[src/rtl/crt_dma_ctrl_if.sv]
// Bus bundle between crt_dma_ctrl and its environment: CPU register port,
// CRT request/acknowledge, bus hold handshake and memory read port.
interface crt_dma_ctrl_if;
  logic [1:0]  iaddr;
  logic [7:0]  idata;
  logic [7:0]  odata;
  logic        iwe_n;
  logic        ird_n;
  logic        drq;
  logic        dack;
  logic [7:0]  ochar;
  logic        hrq;
  logic        hlda;
  logic [15:0] maddr;
  logic        mrd;
  logic [7:0]  mdata;
  logic        tc;

  modport master (
    input  iaddr, idata, iwe_n, ird_n, drq, hlda, mdata,
    output odata, dack, ochar, hrq, maddr, mrd, tc
  );

  modport slave (
    output iaddr, idata, iwe_n, ird_n, drq, hlda, mdata,
    input  odata, dack, ochar, hrq, maddr, mrd, tc
  );
endinterface

[src/rtl/crt_dma_ctrl.sv]
// Single-channel DMA sequencer feeding the CRT character path from memory.
// Optional feature: define CRT_DMA_AUTOLOAD_EN for shadow-register autoload at terminal count.
module crt_dma_ctrl #(
  parameter int unsigned WAIT_CYC = 2
) (
  input  logic           clk,
  input  logic           reset,
  crt_dma_ctrl_if.master bus
);

  typedef enum logic [2:0] {S_IDLE, S_HOLD, S_READ, S_ACK, S_RECOV} state_t;

  state_t      state, state_nxt;
  logic [3:0]  wait_cnt;
  logic        rec_cnt;
  logic [15:0] addr;
  logic [13:0] cnt;
  logic        en, burst, autold;
  logic        ff, tc_flag;
  logic        iwe_q, ird_q;
  logic        wr_stb, stat_clr, last_rd, at_tc, busy;
  logic [15:0] addr_base, addr_wr;
  logic [13:0] cnt_base, cnt_wr;
  logic        load_work;
  logic [7:0]  rd_mux;

`ifdef CRT_DMA_AUTOLOAD_EN
  logic [15:0] sh_addr;
  logic [13:0] sh_cnt;
  // Writes build up in the shadow copy; the working copy follows only while disabled.
  assign addr_base = sh_addr;
  assign cnt_base  = sh_cnt;
  assign load_work = ~en;
`else
  assign addr_base = addr;
  assign cnt_base  = cnt;
  assign load_work = 1'b1;
  assign autold    = 1'b0;
`endif

  assign wr_stb   = bus.iwe_n & ~iwe_q & ~bus.hlda;
  assign stat_clr = bus.ird_n & ~ird_q & (bus.iaddr == 2'd3);
  assign last_rd  = (state == S_READ) && (wait_cnt == 4'(WAIT_CYC - 1));
  assign at_tc    = (cnt == 14'd0);
  assign busy     = (state != S_IDLE);
  assign addr_wr  = ff ? {bus.idata, addr_base[7:0]} : {addr_base[15:8], bus.idata};
  assign cnt_wr   = ff ? {bus.idata[5:0], cnt_base[7:0]} : {cnt_base[13:8], bus.idata};

  // Strobe samplers idle high so leaving reset never looks like a rising edge.
  always_ff @(posedge clk or posedge reset) begin
    if (reset) begin
      iwe_q <= 1'b1;
      ird_q <= 1'b1;
    end else begin
      // NOTE: sequential state uses non-blocking assignments so every flop samples pre-edge values.
      iwe_q <= bus.iwe_n;
      ird_q <= bus.ird_n;
    end
  end

  always_ff @(posedge clk or posedge reset) begin
    if (reset) begin
      addr    <= '0;
      cnt     <= '0;
      en      <= 1'b0;
      burst   <= 1'b0;
      ff      <= 1'b0;
      tc_flag <= 1'b0;
`ifdef CRT_DMA_AUTOLOAD_EN
      sh_addr <= '0;
      sh_cnt  <= '0;
      autold  <= 1'b0;
`endif
    end else begin
      if (stat_clr) tc_flag <= 1'b0;
      if (wr_stb) begin
        case (bus.iaddr)
          2'd0: begin
`ifdef CRT_DMA_AUTOLOAD_EN
            sh_addr <= addr_wr;
`endif
            if (load_work) addr <= addr_wr;
            ff <= ~ff;
          end
          2'd1: begin
`ifdef CRT_DMA_AUTOLOAD_EN
            sh_cnt <= cnt_wr;
`endif
            if (load_work) cnt <= cnt_wr;
            ff <= ~ff;
          end
          2'd2: begin
            en    <= bus.idata[0];
            burst <= bus.idata[2];
`ifdef CRT_DMA_AUTOLOAD_EN
            autold <= bus.idata[1];
`endif
            ff    <= 1'b0;
          end
          default: ;
        endcase
      end
      // Transfer bookkeeping happens on the ACK->RECOV edge and overrides a same-cycle write.
      if (state == S_ACK) begin
        if (!at_tc) begin
          addr <= addr + 16'd1;
          cnt  <= cnt - 14'd1;
        end else begin
          tc_flag <= 1'b1;
`ifdef CRT_DMA_AUTOLOAD_EN
          if (autold) begin
            addr <= sh_addr;
            cnt  <= sh_cnt;
          end else begin
            en <= 1'b0;
          end
`else
          en <= 1'b0;
`endif
        end
      end
    end
  end

  always_comb begin
    rd_mux = '0;
    case (bus.iaddr)
      2'd0:    rd_mux = ff ? addr[15:8] : addr[7:0];
      2'd1:    rd_mux = ff ? {2'b00, cnt[13:8]} : cnt[7:0];
      2'd2:    rd_mux = {5'b0, burst, autold, en};
      default: rd_mux = {5'b0, ff, busy, tc_flag};
    endcase
  end

  always_ff @(posedge clk or posedge reset) begin
    if (reset) begin
      state     <= S_IDLE;
      wait_cnt  <= '0;
      rec_cnt   <= 1'b0;
      bus.ochar <= '0;
      bus.odata <= '0;
    end else begin
      state     <= state_nxt;
      wait_cnt  <= (state == S_READ && !last_rd) ? wait_cnt + 4'd1 : 4'd0;
      rec_cnt   <= (state == S_RECOV) ? ~rec_cnt : 1'b0;
      if (last_rd) bus.ochar <= bus.mdata;
      bus.odata <= rd_mux;
    end
  end

  always_comb begin
    // NOTE: every output of this block gets a default first so no path infers a latch.
    state_nxt = state;
    bus.hrq   = busy;
    bus.mrd   = (state == S_READ);
    bus.dack  = (state == S_ACK);
    bus.tc    = (state == S_ACK) && at_tc;
    bus.maddr = (state == S_READ) ? addr : 16'h0000;
    case (state)
      S_IDLE:  if (en && bus.drq) state_nxt = S_HOLD;
      S_HOLD: begin
        if (bus.hlda)     state_nxt = S_READ;
        else if (!bus.drq) state_nxt = S_IDLE;
      end
      S_READ:  if (last_rd) state_nxt = S_ACK;
      S_ACK:   state_nxt = S_RECOV;
      S_RECOV: begin
        // Two recovery cycles give the CRT controller time to update drq after dack.
        if (rec_cnt) state_nxt = (en && burst && bus.drq) ? S_READ : S_IDLE;
      end
      default: state_nxt = S_IDLE;
    endcase
  end

endmodule

[src/flat_wrapper.sv]
// flat-port wrapper written by rule: the top's interface ports become plain ports
module crt_dma_ctrl_flat 
#(
  parameter int unsigned WAIT_CYC = 2
)
  (clk, reset, bus_iaddr, bus_idata, bus_iwe_n, bus_ird_n, bus_drq, bus_hlda, bus_mdata, bus_odata, bus_dack, bus_ochar, bus_hrq, bus_maddr, bus_mrd, bus_tc);
  crt_dma_ctrl_if bus_i ();
  input  logic clk;
  input  logic reset;
  input wire logic [$bits(bus_i.iaddr)-1:0] bus_iaddr;
  input wire logic [$bits(bus_i.idata)-1:0] bus_idata;
  input wire logic [$bits(bus_i.iwe_n)-1:0] bus_iwe_n;
  input wire logic [$bits(bus_i.ird_n)-1:0] bus_ird_n;
  input wire logic [$bits(bus_i.drq)-1:0] bus_drq;
  input wire logic [$bits(bus_i.hlda)-1:0] bus_hlda;
  input wire logic [$bits(bus_i.mdata)-1:0] bus_mdata;
  output wire logic [$bits(bus_i.odata)-1:0] bus_odata;
  output wire logic [$bits(bus_i.dack)-1:0] bus_dack;
  output wire logic [$bits(bus_i.ochar)-1:0] bus_ochar;
  output wire logic [$bits(bus_i.hrq)-1:0] bus_hrq;
  output wire logic [$bits(bus_i.maddr)-1:0] bus_maddr;
  output wire logic [$bits(bus_i.mrd)-1:0] bus_mrd;
  output wire logic [$bits(bus_i.tc)-1:0] bus_tc;
  assign bus_i.iaddr = bus_iaddr;
  assign bus_i.idata = bus_idata;
  assign bus_i.iwe_n = bus_iwe_n;
  assign bus_i.ird_n = bus_ird_n;
  assign bus_i.drq = bus_drq;
  assign bus_i.hlda = bus_hlda;
  assign bus_i.mdata = bus_mdata;
  assign bus_odata = bus_i.odata;
  assign bus_dack = bus_i.dack;
  assign bus_ochar = bus_i.ochar;
  assign bus_hrq = bus_i.hrq;
  assign bus_maddr = bus_i.maddr;
  assign bus_mrd = bus_i.mrd;
  assign bus_tc = bus_i.tc;
  crt_dma_ctrl #(.WAIT_CYC(WAIT_CYC)) u_core (.clk(clk), .reset(reset), .bus(bus_i));
endmodule
[config.mk]
export PLATFORM = sky130hd
export DESIGN_NAME = crt_dma_ctrl_flat
export DESIGN_NICKNAME = d
export VERILOG_FILES = /design/src/rtl/crt_dma_ctrl_if.sv /design/src/rtl/crt_dma_ctrl.sv /design/src/flat_wrapper.sv
export SDC_FILE = /design/constraint.sdc
export NUM_CORES = 1
export LEC_CHECK = 0
export CORE_MARGIN = 4
export CORE_UTILIZATION = 40
export DETAILED_ROUTE_END_ITERATION = 8
export GPL_TIMING_DRIVEN = 0
export REMOVE_ABC_BUFFERS = 1
export SYNTH_ARGS = -nofsm -noshare
export SYNTH_HDL_FRONTEND = slang
export SYNTH_SLANG_ARGS = --single-unit
export TNS_END_PERCENT = 20
[constraint.sdc]
create_clock -name clk -period 3.3 [get_ports clk]
set_input_delay 0.99 -clock clk [delete_from_list [all_inputs] [get_ports clk]]
set_output_delay 0.99 -clock clk [all_outputs]
set_load 0.05 [all_outputs]
==> flow_summary.toml, run 1 <==
[outcome]
status = "complete, but fails checks"
failed_checks = "setup timing"

[timing]
layout_min_cycle_time_ps = 3320
finClkSkew_ps = 9.56
fmax_mhz = 302
setup_viol = 1
rsz0062_at_grt = "yes"
setup_ws_ps = -15.0
finalHoldViolCount = 0
slew-limit-headroom = 0.383
maxSlewViolCount = 0
tightest_slew_ps = 925
whs_ps = 450
finalCritPeriodShare = 1.00

[finish]
area_growth_pct = 29.3
final_nets = 452
final_area_um2 = 4450
final_util = 0.536
drive_gt1_frac = 0.128
n_antenna_cell = 0

[synthesis]
synth_edf_count = 0
ys_types = 62
synthCells = 365
synth.most_common_cell = "dfrtp_1"
synth_area_per_cell_um2 = 9.43
synthesis.area_um2 = 3440
async_flop_share = 1.00
synth_warnings = 0
ys_ff_latch = 60
yosys.area.top_type = "dfrtp_1"
synth_ff_type = "dfrtp_1"
yosysSeqAreaShare = 0.437
synthTopCellsByCount = "dfrtp_1, nor2_1, a21oi_1, nand2_1"
synth_top_area_frac = 0.422
synth.area.top_cells = "dfrtp_1, nor2_1, a21oi_1"

[power]
seqPwrFrac = 0.353
power.leakage_nw = 2.04
clkPwrFrac = 0.170
ir_drop_v = 0.000323
p_int_mw = 2.16
switchingPower_mw = 1.81
power_mw = 3.97
power.density_nw_per_um2 = 892
power.share.switching = 0.456
power_frac_comb = 0.477

[die]
io-pin-count = 60
dieHeight_um = 101
die_x_um = 101
start_util = 0.415
rows = 33
die_area_um2 = 10100
core-area_um2 = 8300

[clock_tree]
clk_latency_ps = 330
clock_sinks = 60
cts_buffer_depth = 2
root_buffer = "clkbuf_8"
numCtsBuffers = 9
clkTransAtPathRegs_ps = 70
htreeDepth = 3
cts_tree = "yes"

[setup_path]
r2r-end = "u_core.addr[9]"
reg2reg_slack_ps = 290
start_kind = "flop"
required_ps = 2310
cp-startpoint = "u_core.cnt[0]"
worstPathArrival_ps = 2330
crit_end = "bus_tc"
rr_worst_depth = 4
end_kind = "output pin"
r2r-start = "u_core.cnt[9]"
critical_path_class = "flop to output pin"
crit_fanout = 5

[place]
gpl.final_weighted_congestion = 0.886
place_area_um2 = 4170
dpl.hpwl_um = 6850
port_buffers = 59

[route]
first_pass_iters = 5
vias_per_cell = 5.68
vias = 3033
antenna_left = 0
wl_per_cell_um = 18.0
first_iter_violations = 172
routed_wl_um = 9620
drc = 0

[global_routing]
grt_overflow = 0
antenna_found_initial = 0
grt_pass1_vias = 2924
grt_max_degree = 35
grt_first_pass_wirelength_um = 15500
grt_use_total = 0.196

[worst_hold_path]
min_path_type = "flop to flop"

[run]
maxCapViolations = 0
## state kept, by name (all words and copies together), names as in the netlist, 3 cells and up
| name | cells |
|---|---|
| u_core.addr | 16 |
| u_core.state | 3 |
| u_core.wait_cnt | 4 |
| u_core.cnt | 14 |
| u_core.bus.odata | 8 |
| u_core.bus.ochar | 8 |
## per-layer routing
layer  vias to the layer above  share of wire  GRT usage
li1                       1457              -          -
met1                      1464           0.46      0.274
met2                       104           0.47      0.321
met3                         8          0.063     0.0270
met4                         0         0.0062     0.0466
met5                         -              0          0
## metrics by stage
step	TNS [ps]	instances	setup WS [ps]
finish	-15.0	534	-15.0
global route	-85.8	534	-85.8
CTS	-23.2	534	-23.2
detailed placement	-2990	515	-539
global placement	-52240	512	-866
floorplan	-11060	348	-587
## power by group through the flow
stage / sequential [mW] / combinational, mW / clock [mW]
floorplan: 1.56 / 1.03 / 0
global placement: 1.40 / 1.81 / 0
detailed placement: 1.41 / 1.86 / 0
CTS: 1.39 / 1.91 / 0.692
global route: 1.44 / 2.04 / 0.730
finish: 1.40 / 1.89 / 0.675
## final cells by class
class                      count  area [um2]
fill                         766        3850
multi-input combinational    276        1850
sequential                    60        1500
timing repair buffer          65         713
clock buffer                  12         155
tap                          105         131
clock inverter                 4        47.5
inverter                      12        45.0
## layout by cell type (no fill, tap or decap), types with 3 or more instances in the layout
cell             Yosys  layout
dfrtp_1             58      58
nor2_1              47      47
clkdlybuf4s50_1      0      42
a21oi_1             30      30
nand2_1             29      29
nand3_1             18      18
and2_1              18      18
dlymetal6s2s_1       0      16
o21ai_0             13      13
a311oi_1            11      11
clkbuf_8             0      11
mux2_2               9       9
inv_1               12       9
nor3_1               8       8
nor2b_1              7       7
mux2i_1              6       6
mux4_2               5       5
o21ai_1              5       5
o221a_1              5       5
nand2b_1             4       4
a21o_1               4       4
inv_2                0       3
nor4_1               3       3
o32ai_1              3       3
and3_1               3       3
ha_1                 4       3
buf_4                1       3
## logic make-up (layout without fill, tap and decap cells)
family | count (synthesis) | count (layout) | share of synthesized area
XOR/XNOR | 2 | 2 | 0.00509
flip-flops | 60 | 60 | 0.437
AND/OR/NAND/NOR | 161 | 161 | 0.251
buffers and inverters | 29 | 93 | 0.0349
adder cells (fa/ha/maj) | 4 | 4 | 0.0145
AO/OA/AOI/OAI | 88 | 88 | 0.170
multiplexers | 21 | 21 | 0.0873
## what timing repair did
| action | 4_1_cts | 5_1_grt |
|---|---|---|
| resized for setup | 11 | 16 |
| setup buffers | 3 | 0 |
| setup endpoints to repair | 1 | 25 |
| hold buffers | 0 | 0 |
| pin swaps | 1 | 0 |
## critical path: stages, from the launching register on
cell	delay, ps
dfrtp_1	400
inv_2	80
ha_4	150
or4b_4	470
or4_4	460
nor4_4	230
buf_6	210
## worst min-delay path by stage
| stage | cells past startpoint | end | start |
|---|---|---|---|
| finish | 1 | u_core.rec_cnt | u_core.rec_cnt |
| global route | 1 | u_core.rec_cnt | u_core.rec_cnt |
| CTS | 1 | u_core.rec_cnt | u_core.rec_cnt |
| detailed placement | 1 | u_core.rec_cnt | u_core.rec_cnt |
| global placement | 1 | u_core.rec_cnt | u_core.rec_cnt |
| floorplan | 1 | u_core.rec_cnt | u_core.rec_cnt |
(Power assumes the default switching activity.)
==> inputs of run 2 (changes only) <==
- GPL_TIMING_DRIVEN: 0 -> not set
- PLACE_DENSITY: not set -> 0.71
==> flow_summary.toml, run 2 (synthesized netlist as in run 1, its figures left out) <==
[power]
clkPwrFrac = 0.143
power.share.switching = 0.461
seqPwrFrac = 0.345
p_int_mw = 2.19
power.density_nw_per_um2 = 890
power_frac_comb = 0.512
ir_drop_v = 0.000276
switchingPower_mw = 1.87
power.leakage_nw = 1.88

[finish]
reg.largest.list = "u_core.addr: 16 flops, u_core.cnt: 14 flops"
area_growth_pct = 32.6
n_antenna_cell = 0
mostFrequentLayoutCells = "dfrtp_1, nor2_1, clkdlybuf4s50_1, a21oi_1, nand2_1"
top_register = "u_core.addr"
drive_gt1_frac = 0.185
final_nets = 461
final_area_um2 = 4560
final_util = 0.550
largest_reg_flops = 16
layout_commonest_cell = "dfrtp_1"
instances_no_fill = 543

[setup_path]
crit_fanout = 5
cpPeakStageDelay_ps = 470
start_kind = "flop"
cp_cell_sequence = "inv_2, ha_4, or4b_4, or4_4, nor4_4, buf_12"
critical_path_class = "flop to output pin"
critical-path-slowest-cell = "or4b_4"
end_kind = "output pin"
required_ps = 2310
worstPathArrival_ps = 2340

[global_routing]
grt_max_degree = 28
grt_use_total = 0.202
grt_pass1_vias = 3216
grt_first_pass_wirelength_um = 16200
antenna_found_initial = 0
grt_overflow = 0

[timing]
maxSlewViolCount = 0
whs_ps = 470
setup_ws_ps = -27.0
slew-limit-headroom = 0.586
finalCritPeriodShare = 1.01
tightest_slew_ps = 621
layout_min_cycle_time_ps = 3330
setup_viol = 1
finClkSkew_ps = 9.39
finalHoldViolCount = 0
rsz0062_at_grt = "yes"
fmax_mhz = 301

[place]
dpl.hpwl_um = 7200
dp_cells = 524
detailedPlace.worstSlack_ps = 129
gpl.final_weighted_congestion = 0.953
place_area_um2 = 4360
port_buffers = 59

[die]
start_util = 0.415
dieHeight_um = 101
die_area_um2 = 10100
rows = 33
core-area_um2 = 8300
io-pin-count = 60
die_x_um = 101

[outcome]
status = "complete, but fails checks"
failed_checks = "setup timing"

[route]
routed_wl_um = 9810
first_pass_iters = 5
vias = 3185
vias_per_cell = 5.87
drc = 0
antenna_left = 0
wl_per_cell_um = 18.1
first_iter_violations = 321

[clock_tree]
clkTransAtPathRegs_ps = 70
clock_sinks = 60
clk_latency_ps = 340
root_buffer = "clkbuf_8"
cts_tree = "yes"
cts_buffer_depth = 2
numCtsBuffers = 9
htreeDepth = 3

[run]
maxCapViolations = 0

[worst_hold_path]
min_path_type = "flop to flop"
run 2: final timing paths:
path                                 from                  end  slack, ps  cells after the start
max                         u_core.cnt[1]               bus_tc        -30                      6
min in group asynchronous           reset  u_core.bus.ochar[0]       1010                      2
min                        u_core.rec_cnt       u_core.rec_cnt        470                      1
min reg2reg                u_core.rec_cnt       u_core.rec_cnt        470                      1
max reg2reg                 u_core.cnt[1]       u_core.addr[9]        990                      6
max in group asynchronous           reset        u_core.cnt[3]       1570                      3
run 2: timing repair:
action,4_1_cts,5_1_grt
gates resized for setup,4,0
pin swaps,1,0
cloned,0,0
buffers inserted,3,0
hold buffers,0,0
setup endpoints to repair,1,1
run 2: cell type report:
cell class	instances	area [um2]
Fill cell	733	3740
Sequential cell	60	1500
Timing Repair Buffer	74	871
Multi-Input combinational cell	276	1840
Inverter	12	45.0
Clock buffer	11	141
Tap cell	105	131
Clock inverter	5	27.5
run 2: through the flow:
step | power, mW | TNS [ps]
global route | 4.28 | -109
floorplan | 2.59 | -11060
finish | 4.06 | -27.0
global placement | 3.39 | 0
CTS | 4.06 | -1.53
detailed placement | 3.44 | 0
run 2: worst max-delay path, delay by kind of cell, from the launching register on:
kind | cells | cell delay, ps
adder cells (fa/ha/maj) | 1 | 150
AND/OR/NAND/NOR | 3 | 1180
buffers and inverters | 2 | 270
flip-flops | 1 | 400
run 2: per-layer routing:
| metal | part of all wire | vias to the layer above | track usage |
|---|---|---|---|
| met3 | 0.088 | 22 | 0.0429 |
| met4 | 0.021 | 0 | 0.0705 |
| li1 | - | 1476 | - |
| met2 | 0.48 | 155 | 0.339 |
| met5 | 0 | - | 0 |
| met1 | 0.41 | 1532 | 0.257 |
run 2: power by group through the flow:
stage,registers [mW],logic [mW],clock network [mW]
floorplan,1.56,1.03,0
finish,1.40,2.08,0.580
CTS,1.39,2.09,0.588
global route,1.44,2.22,0.621
global placement,1.40,2.00,0
detailed placement,1.40,2.04,0
